### src/rtl/llsc_link_controller_pkg.sv
// Shared types and constants for the LL/SC link controller and its link register.
package llsc_link_controller_pkg;

  typedef enum logic [2:0] {
    IDLE,
    LL_BUSY,
    SC_BUSY,
    PASS_BUSY,
    SC_FAIL,
    COMPLETE
  } llsc_state_e;

  typedef enum logic {
    MEM_READ  = 1'b0,
    MEM_WRITE = 1'b1
  } mem_action_t;

  // SC write-back words; the controller zero-extends them to its data width.
  localparam logic [31:0] LLSC_SUCCESS = 32'd1;
  localparam logic [31:0] LLSC_FAIL    = 32'd0;

endpackage

### src/rtl/llsc_link_reg.sv
// LL/SC link register: valid flag, linked byte address and expiry timer.
// Priority of same-cycle updates: ext_clear > set > kill / timeout.
module llsc_link_reg #(
  parameter int ADDR_WIDTH   = 26,
  parameter int LINK_TIMEOUT = 1024
) (
  input  logic                  clk,
  input  logic                  rst_n,
  input  logic                  ext_clear,
  input  logic                  set,
  input  logic                  kill,
  input  logic [ADDR_WIDTH-1:0] set_addr,
  input  logic [ADDR_WIDTH-1:0] cmp_addr,
  output logic                  link_valid,
  output logic [ADDR_WIDTH-1:0] link_addr,
  output logic                  match
);

  localparam int TW = (LINK_TIMEOUT > 1) ? $clog2(LINK_TIMEOUT) : 1;
  localparam logic [TW-1:0] TIMER_LAST = TW'(LINK_TIMEOUT - 1);

  logic [TW-1:0] timer;
  logic          expire;

  assign expire = link_valid && (timer == TIMER_LAST);

  // Reservations are word granular; the byte offset never takes part.
  assign match = (link_addr[ADDR_WIDTH-1:2] == cmp_addr[ADDR_WIDTH-1:2]);

  always_ff @(posedge clk or negedge rst_n) begin
    if (!rst_n) begin
      link_valid <= 1'b0;
      link_addr  <= '0;
      timer      <= '0;
    end else begin
      if (set) begin
        link_addr <= set_addr;
      end
      if (ext_clear) begin
        link_valid <= 1'b0;
        timer      <= '0;
      end else if (set) begin
        link_valid <= 1'b1;
        timer      <= '0;
      end else if (kill || expire) begin
        link_valid <= 1'b0;
        timer      <= '0;
      end else if (link_valid) begin
        timer <= timer + TW'(1);
      end
    end
  end

endmodule

### src/rtl/llsc_link_controller.sv
// Sequences the d-cache port for each memory op leaving EX and decides SC success
// against the link register; produces the MEM done/stall and SC result word.
module llsc_link_controller
  import llsc_link_controller_pkg::*;
#(
  parameter int ADDR_WIDTH   = 26,
  parameter int DATA_WIDTH   = 32,
  parameter int LINK_TIMEOUT = 1024
) (
  input  logic                  clk,
  input  logic                  rst_n,
  input  logic                  i_valid,
  input  logic                  i_is_ll,
  input  logic                  i_is_sc,
  input  logic                  i_is_sw,
  input  logic [ADDR_WIDTH-1:0] i_addr,
  input  logic [DATA_WIDTH-1:0] i_data,
  input  logic                  i_advance,
  input  logic                  i_ext_clear,
  output logic                  o_cache_valid,
  output logic                  o_cache_write,
  output logic [ADDR_WIDTH-1:0] o_cache_addr,
  output logic [DATA_WIDTH-1:0] o_cache_data,
  input  logic                  i_cache_done,
  output logic                  o_done,
  output logic [DATA_WIDTH-1:0] o_sc_result,
  output logic                  o_sc_valid,
  output logic                  o_link_valid,
  output logic [ADDR_WIDTH-1:0] o_link_addr
);

  localparam logic [DATA_WIDTH-1:0] SC_WORD_OK   = DATA_WIDTH'(LLSC_SUCCESS);
  localparam logic [DATA_WIDTH-1:0] SC_WORD_FAIL = DATA_WIDTH'(LLSC_FAIL);

  llsc_state_e           state;
  llsc_state_e           state_next;
  mem_action_t           req_action;
  logic [ADDR_WIDTH-1:0] req_addr;
  logic [DATA_WIDTH-1:0] req_data;
  logic                  accept;
  logic                  link_valid;
  logic [ADDR_WIDTH-1:0] link_addr;
  logic                  link_match;
  logic                  link_set;
  logic                  link_kill;
  logic                  sc_hit;

  assign accept = (state == IDLE) && i_valid;
  assign sc_hit = link_valid && link_match;

  // Link updates happen on the cache handshake; a plain store only breaks a
  // reservation on the same word.
  assign link_set  = (state == LL_BUSY) && i_cache_done;
  assign link_kill = i_cache_done &&
                     ((state == SC_BUSY) ||
                      ((state == PASS_BUSY) && (req_action == MEM_WRITE) && link_match));

  llsc_link_reg #(
    .ADDR_WIDTH  (ADDR_WIDTH),
    .LINK_TIMEOUT(LINK_TIMEOUT)
  ) u_link_reg (
    .clk       (clk),
    .rst_n     (rst_n),
    .ext_clear (i_ext_clear),
    .set       (link_set),
    .kill      (link_kill),
    .set_addr  (req_addr),
    .cmp_addr  (i_addr),
    .link_valid(link_valid),
    .link_addr (link_addr),
    .match     (link_match)
  );

  // NOTE: sequential state uses non-blocking assignments so every register
  // samples pre-edge values regardless of process ordering.
  always_ff @(posedge clk or negedge rst_n) begin
    if (!rst_n) begin
      state <= IDLE;
    end else begin
      state <= state_next;
    end
  end

  // NOTE: each combinational output gets a default first, so no path can
  // leave it unassigned and infer a latch.
  always_comb begin
    state_next = state;
    unique case (state)
      IDLE: begin
        if (i_valid) begin
          if (i_is_ll)      state_next = LL_BUSY;
          else if (i_is_sc) state_next = sc_hit ? SC_BUSY : SC_FAIL;
          else              state_next = PASS_BUSY;
        end
      end
      LL_BUSY, SC_BUSY, PASS_BUSY: begin
        if (i_cache_done) state_next = COMPLETE;
      end
      SC_FAIL:  state_next = COMPLETE;
      COMPLETE: begin
        if (i_advance) state_next = IDLE;
      end
      default:  state_next = IDLE;
    endcase
  end

  always_comb begin
    o_done        = 1'b1;
    o_cache_valid = 1'b0;
    unique case (state)
      IDLE:                        o_done = !i_valid;
      LL_BUSY, SC_BUSY, PASS_BUSY: begin
        o_cache_valid = 1'b1;
        o_done        = i_cache_done;
      end
      SC_FAIL:                     o_done = 1'b0;
      default:                     o_done = 1'b1;
    endcase
  end

  // NOTE: the request datapath is reset as well, so the cache port never
  // presents X addresses or data after reset.
  always_ff @(posedge clk or negedge rst_n) begin
    if (!rst_n) begin
      req_action <= MEM_READ;
      req_addr   <= '0;
      req_data   <= '0;
    end else if (accept) begin
      req_action <= (!i_is_ll && (i_is_sc || i_is_sw)) ? MEM_WRITE : MEM_READ;
      req_addr   <= i_addr;
      req_data   <= i_data;
    end
  end

  always_ff @(posedge clk or negedge rst_n) begin
    if (!rst_n) begin
      o_sc_result <= '0;
      o_sc_valid  <= 1'b0;
    end else if ((state == SC_BUSY) && i_cache_done) begin
      o_sc_result <= SC_WORD_OK;
      o_sc_valid  <= 1'b1;
    end else if (state == SC_FAIL) begin
      o_sc_result <= SC_WORD_FAIL;
      o_sc_valid  <= 1'b1;
    end else if ((state == COMPLETE) && i_advance) begin
      o_sc_valid <= 1'b0;
    end
  end

  assign o_cache_write = (req_action == MEM_WRITE);
  assign o_cache_addr  = req_addr;
  assign o_cache_data  = req_data;
  assign o_link_valid  = link_valid;
  assign o_link_addr   = link_addr;

endmodule
### config.mk
export PLATFORM = sky130hd
export DESIGN_NAME = llsc_link_controller
export DESIGN_NICKNAME = d
export VERILOG_FILES = /design/src/rtl/llsc_link_controller_pkg.sv /design/src/rtl/llsc_link_reg.sv /design/src/rtl/llsc_link_controller.sv
export SDC_FILE = /design/constraint.sdc
export NUM_CORES = 1
export LEC_CHECK = 0
export CORE_MARGIN = 2
export CORE_UTILIZATION = 30
export CTS_BUF_LIST = sky130_fd_sc_hd__clkbuf_8
export DETAILED_ROUTE_END_ITERATION = 12
export GPL_ROUTABILITY_DRIVEN = 0
export GPL_TIMING_DRIVEN = 0
export REMOVE_ABC_BUFFERS = 1
export SLEW_MARGIN = 10
export SYNTH_ARGS = -nofsm -noshare
export SYNTH_HDL_FRONTEND = slang
export SYNTH_SLANG_ARGS = --single-unit
### constraint.sdc
create_clock -name clk -period 2.3 [get_ports clk]
set_input_delay 0.46 -clock clk [delete_from_list [all_inputs] [get_ports clk]]
set_output_delay 0.46 -clock clk [all_outputs]
set_load 0.02 [all_outputs]
==> flow_metrics.env <==
export IMPL_criticalPathCategory="reg2out"
export IMPL_antenna_cells_inserted=0
export IMPL_setup_violations=0
export IMPL_rsz0062_at_grt="false"
export IMPL_number_of_max_cap_violations=0
export IMPL_irDropWorstVdd_mv=0.6881
export IMPL_tightestPinTransition_ns=0.9053
export IMPL_drt_initial_drc_count=122
export IMPL_clkSinkCount=101
export IMPL_cellLeakagePower_nw=2.682
export IMPL_critical_path_n_buffers_inverters=1
export IMPL_grt_max_degree=61
export IMPL_critical_path_most_common_cell="sky130_fd_sc_hd__nor2_1"
export IMPL_timing_max_transition_violations_final=0
export IMPL_synth_avg_cell_area_um2=13.39
export IMPL_synth_to_layout_area_growth_pct=42.56
export IMPL_critPathLaunchType="register"
export IMPL_cpPeakStageDelay_ns=0.59
export IMPL_fin_worst_skew_ns=0.006591
export IMPL_yosys_warnings=0
export IMPL_cp_data_arrival_time_ns=1.76
export IMPL_grt_util_met1_pct=15.67
export IMPL_antenna_violations_before_repair=0
export IMPL_global_route_layer_with_the_greatest_usage="met2"
export IMPL_grtUsageMet2_pct=20.79
export IMPL_rows=45
export IMPL_crit_family="flip-flops"
export IMPL_crit_path_max_fanout=18
export IMPL_dpl_instance_area_um2=6250
export IMPL_synth_async_reset_ratio_pct=100.0
export IMPL_1st_pass_router_iterations=2
export IMPL_finalWirelength_um=10350
export IMPL_yosysSeqAreaShare_pct=55.18
export IMPL_timing_setup_tns_ns=0
export IMPL_drc_errors=0
export IMPL_timing_slew_headroom_pct=39.50
export IMPL_met3_usage_pct=4.648
export IMPL_dp_worst_setup_slack_ns=-0.4761
export IMPL_dp_cells=677
export IMPL_die_area_um2=16270
export IMPL_first_global_vias=3179
export IMPL_p_total_mw=8.946
export IMPL_detail_route_antenna_nets=0
export IMPL_predominant_post_synthesis_flop_cell="sky130_fd_sc_hd__dfrtp_1"
export IMPL_ctsRootBufferMaster="sky130_fd_sc_hd__clkbuf_8"
export IMPL_cts_htree_levels=3
export IMPL_die_width_um=127.6
export IMPL_final_hold_viol_count=0
export IMPL_synth_edff_count=0
export IMPL_post_route_util_pct=43.44
export IMPL_path_clk_slew_ns=0.09
export IMPL_final_nets=571
export IMPL_detail_route_vias_per_cell=4.417
export IMPL_vias=3074
export IMPL_period_minus_slack_ns=2.220
export IMPL_io_buffers=156
export IMPL_synth_lib_cells_used_distinct=39
export IMPL_clk_path_buf_depth=2
export IMPL_groute_usage_overall_pct=12.94
export IMPL_filler_free_cell_count_of_the_finished_design=696
export IMPL_holdCritPathClass="in2reg"
export IMPL_critical_path_endpoint_type="output port"
export IMPL_fmax_mhz=450.5
export IMPL_initial_cell_density_of_the_core_pct=30.47
export IMPL_drive_above_1_share_pct=23.62
export IMPL_cts_buffers_inserted=9
export IMPL_final_setup_worst_slack_ns=0.08033
export IMPL_cp_slowest_cell="sky130_fd_sc_hd__dfrtp_4"
export IMPL_status="complete, no violations"
export IMPL_globalRoute_totalOverflow=0
export IMPL_core_area_um2=15030
export IMPL_finalInstanceArea_um2=6530
export IMPL_pwr_density_cell_nw_per_um2=1370
export IMPL_syn_instance_count=342
export IMPL_avgRoutedWirePerCell_um=14.86
export IMPL_synthesis_area_um2=4581
export IMPL_fp_dieH_um=127.6
export IMPL_crit_chain="nor2_1 -> nor2_1 -> clkdlybuf4s50_1"
export IMPL_cp_data_required_time_ns=1.84
export IMPL_io_pins=188
export IMPL_finalCritPeriodShare_pct=96.51
export IMPL_tritoncts="yes"
export IMPL_hpwl_um=7488
export IMPL_global_route_wire_length_before_repair_um=16480
export IMPL_clk_latency_ns=0.36
export IMPL_yosys_register_bits=101
export IMPL_whs_ns=0.5068
==> cells by family (layout without fill, tap and decap cells) <==
logic type      count (synthesis)  in the layout  synth area share [%]
mux                            87             87                 21.33
flops                         101            101                 55.18
xor+xnor                       34             34                 6.501
buf+inv                        47            183                 7.266
simple gates                   50             50                 6.009
compound gates                 21             21                 3.360
fa+ha+maj                       1              1                0.2731
other cells                     1             31               0.08187
==> final cells by class <==
type,count,area (µm²)
tap,188,235.2
fill,1415,8503
multi-input combinational,224,1847
clock buffer,11,151.4
clock inverter,5,82.58
timing repair buffer,165,1673
inverter,2,7.507
sequential,101,2534
==> worst paths after layout <==
| path | from | end | slack (ns) | cells past startpoint |
|---|---|---|---|---|
| max | state[1]$_DFFE_PN0P_ | o_cache_valid | 0.08 | 3 |
| min | i_cache_done | o_sc_result[0]$_DFFE_PN0P_ | 0.51 | 3 |
| max reg2reg | state[2]$_DFFE_PN0P_ | u_link_reg.link_addr[5]$_DFFE_PN0P_ | 0.23 | 4 |
| min reg2reg | o_cache_data[29]$_DFFE_PN0P_ | o_cache_data[29]$_DFFE_PN0P_ | 0.51 | 1 |
| max in group asynchronous | rst_n | o_cache_data[6]$_DFFE_PN0P_ | 1.11 | 3 |
| min in group asynchronous | rst_n | u_link_reg.link_addr[13]$_DFFE_PN0P_ | 0.56 | 2 |
==> cell usage in the layout, fill, tap and decap left out, drive strengths merged, types with 2 or more instances in the layout <==
cell | Yosys | final
nand4 | 8 | 8
inv | 2 | 4
nand2 | 9 | 9
clkdlybuf4s50 | 0 | 153
bufinv | 0 | 2
o21a | 3 | 3
and3 | 4 | 4
o21ai | 4 | 4
conb | 1 | 31
dfrtp | 101 | 101
nor4 | 3 | 3
nor2 | 20 | 20
mux2i | 2 | 2
mux2 | 85 | 85
xnor2 | 27 | 27
clkbuf | 2 | 11
a21oi | 3 | 3
xor2 | 7 | 7
nor2b | 3 | 3
buf | 43 | 9
==> report_power, final <==
part	total, mW	internal (mW)	switching [mW]
registers	3.23	2.59	0.640
logic	4.42	2.41	2.01
clock network	1.30	0.676	0.619
total	8.95	5.67	3.27
==> per-layer routing <==
layer / share of wire [%] / vias up
met5: 0 / -
met4: 1.8 / 0
met3: 7.5 / 13
met2: 48 / 106
met1: 42 / 1514
li1: - / 1441
==> state kept, by name, indices dropped and copies added (netlist names) <==
name / count
o_cache_addr: 26
o_cache_data: 32
o_cache_write: 1
o_sc_result: 1
o_sc_valid: 1
state: 3
u_link_reg.link_addr: 26
u_link_reg.link_valid: 1
u_link_reg.timer: 10
==> synth_stat cells, types with 2 or more instances <==
cell type,number,share of area [%]
sky130_fd_sc_hd__and3_4,2,0.49
sky130_fd_sc_hd__dfrtp_1,101,55
sky130_fd_sc_hd__a21oi_1,3,0.33
sky130_fd_sc_hd__nor2b_1,3,0.41
sky130_fd_sc_hd__nand2_1,9,0.74
sky130_fd_sc_hd__mux2_1,2,0.49
sky130_fd_sc_hd__nor4_1,3,0.41
sky130_fd_sc_hd__xor2_1,7,1.3
sky130_fd_sc_hd__mux2_2,83,20
sky130_fd_sc_hd__mux2i_1,2,0.44
sky130_fd_sc_hd__inv_1,2,0.16
sky130_fd_sc_hd__o21ai_0,4,0.44
sky130_fd_sc_hd__buf_2,5,0.55
sky130_fd_sc_hd__clkbuf_1,2,0.16
sky130_fd_sc_hd__xnor2_1,27,5.2
sky130_fd_sc_hd__buf_4,36,5.9
sky130_fd_sc_hd__buf_6,2,0.49
sky130_fd_sc_hd__nor2_1,19,1.6
sky130_fd_sc_hd__nand4_1,8,1.1
sky130_fd_sc_hd__o21a_1,3,0.49
==> repair_timing <==
action                                  CTS  global route
gates cloned                              0             0
gates resized for setup                   5             4
hold buffers                              1             0
endpoints found under the hold margin    34             0
pin swaps                                 1             0
setup buffers                             2             0
endpoints found under the setup margin   50            39
==> worst register-to-register path: stages, from the launching register on <==
cell	delay (ns)
sky130_fd_sc_hd__dfrtp_2	0.53
sky130_fd_sc_hd__nor2b_4	0.16
sky130_fd_sc_hd__nand2_1	0.12
sky130_fd_sc_hd__nor2_4	0.71
sky130_fd_sc_hd__mux2_2	0.43
No activity file was read; power rests on OpenSTA's default activity.
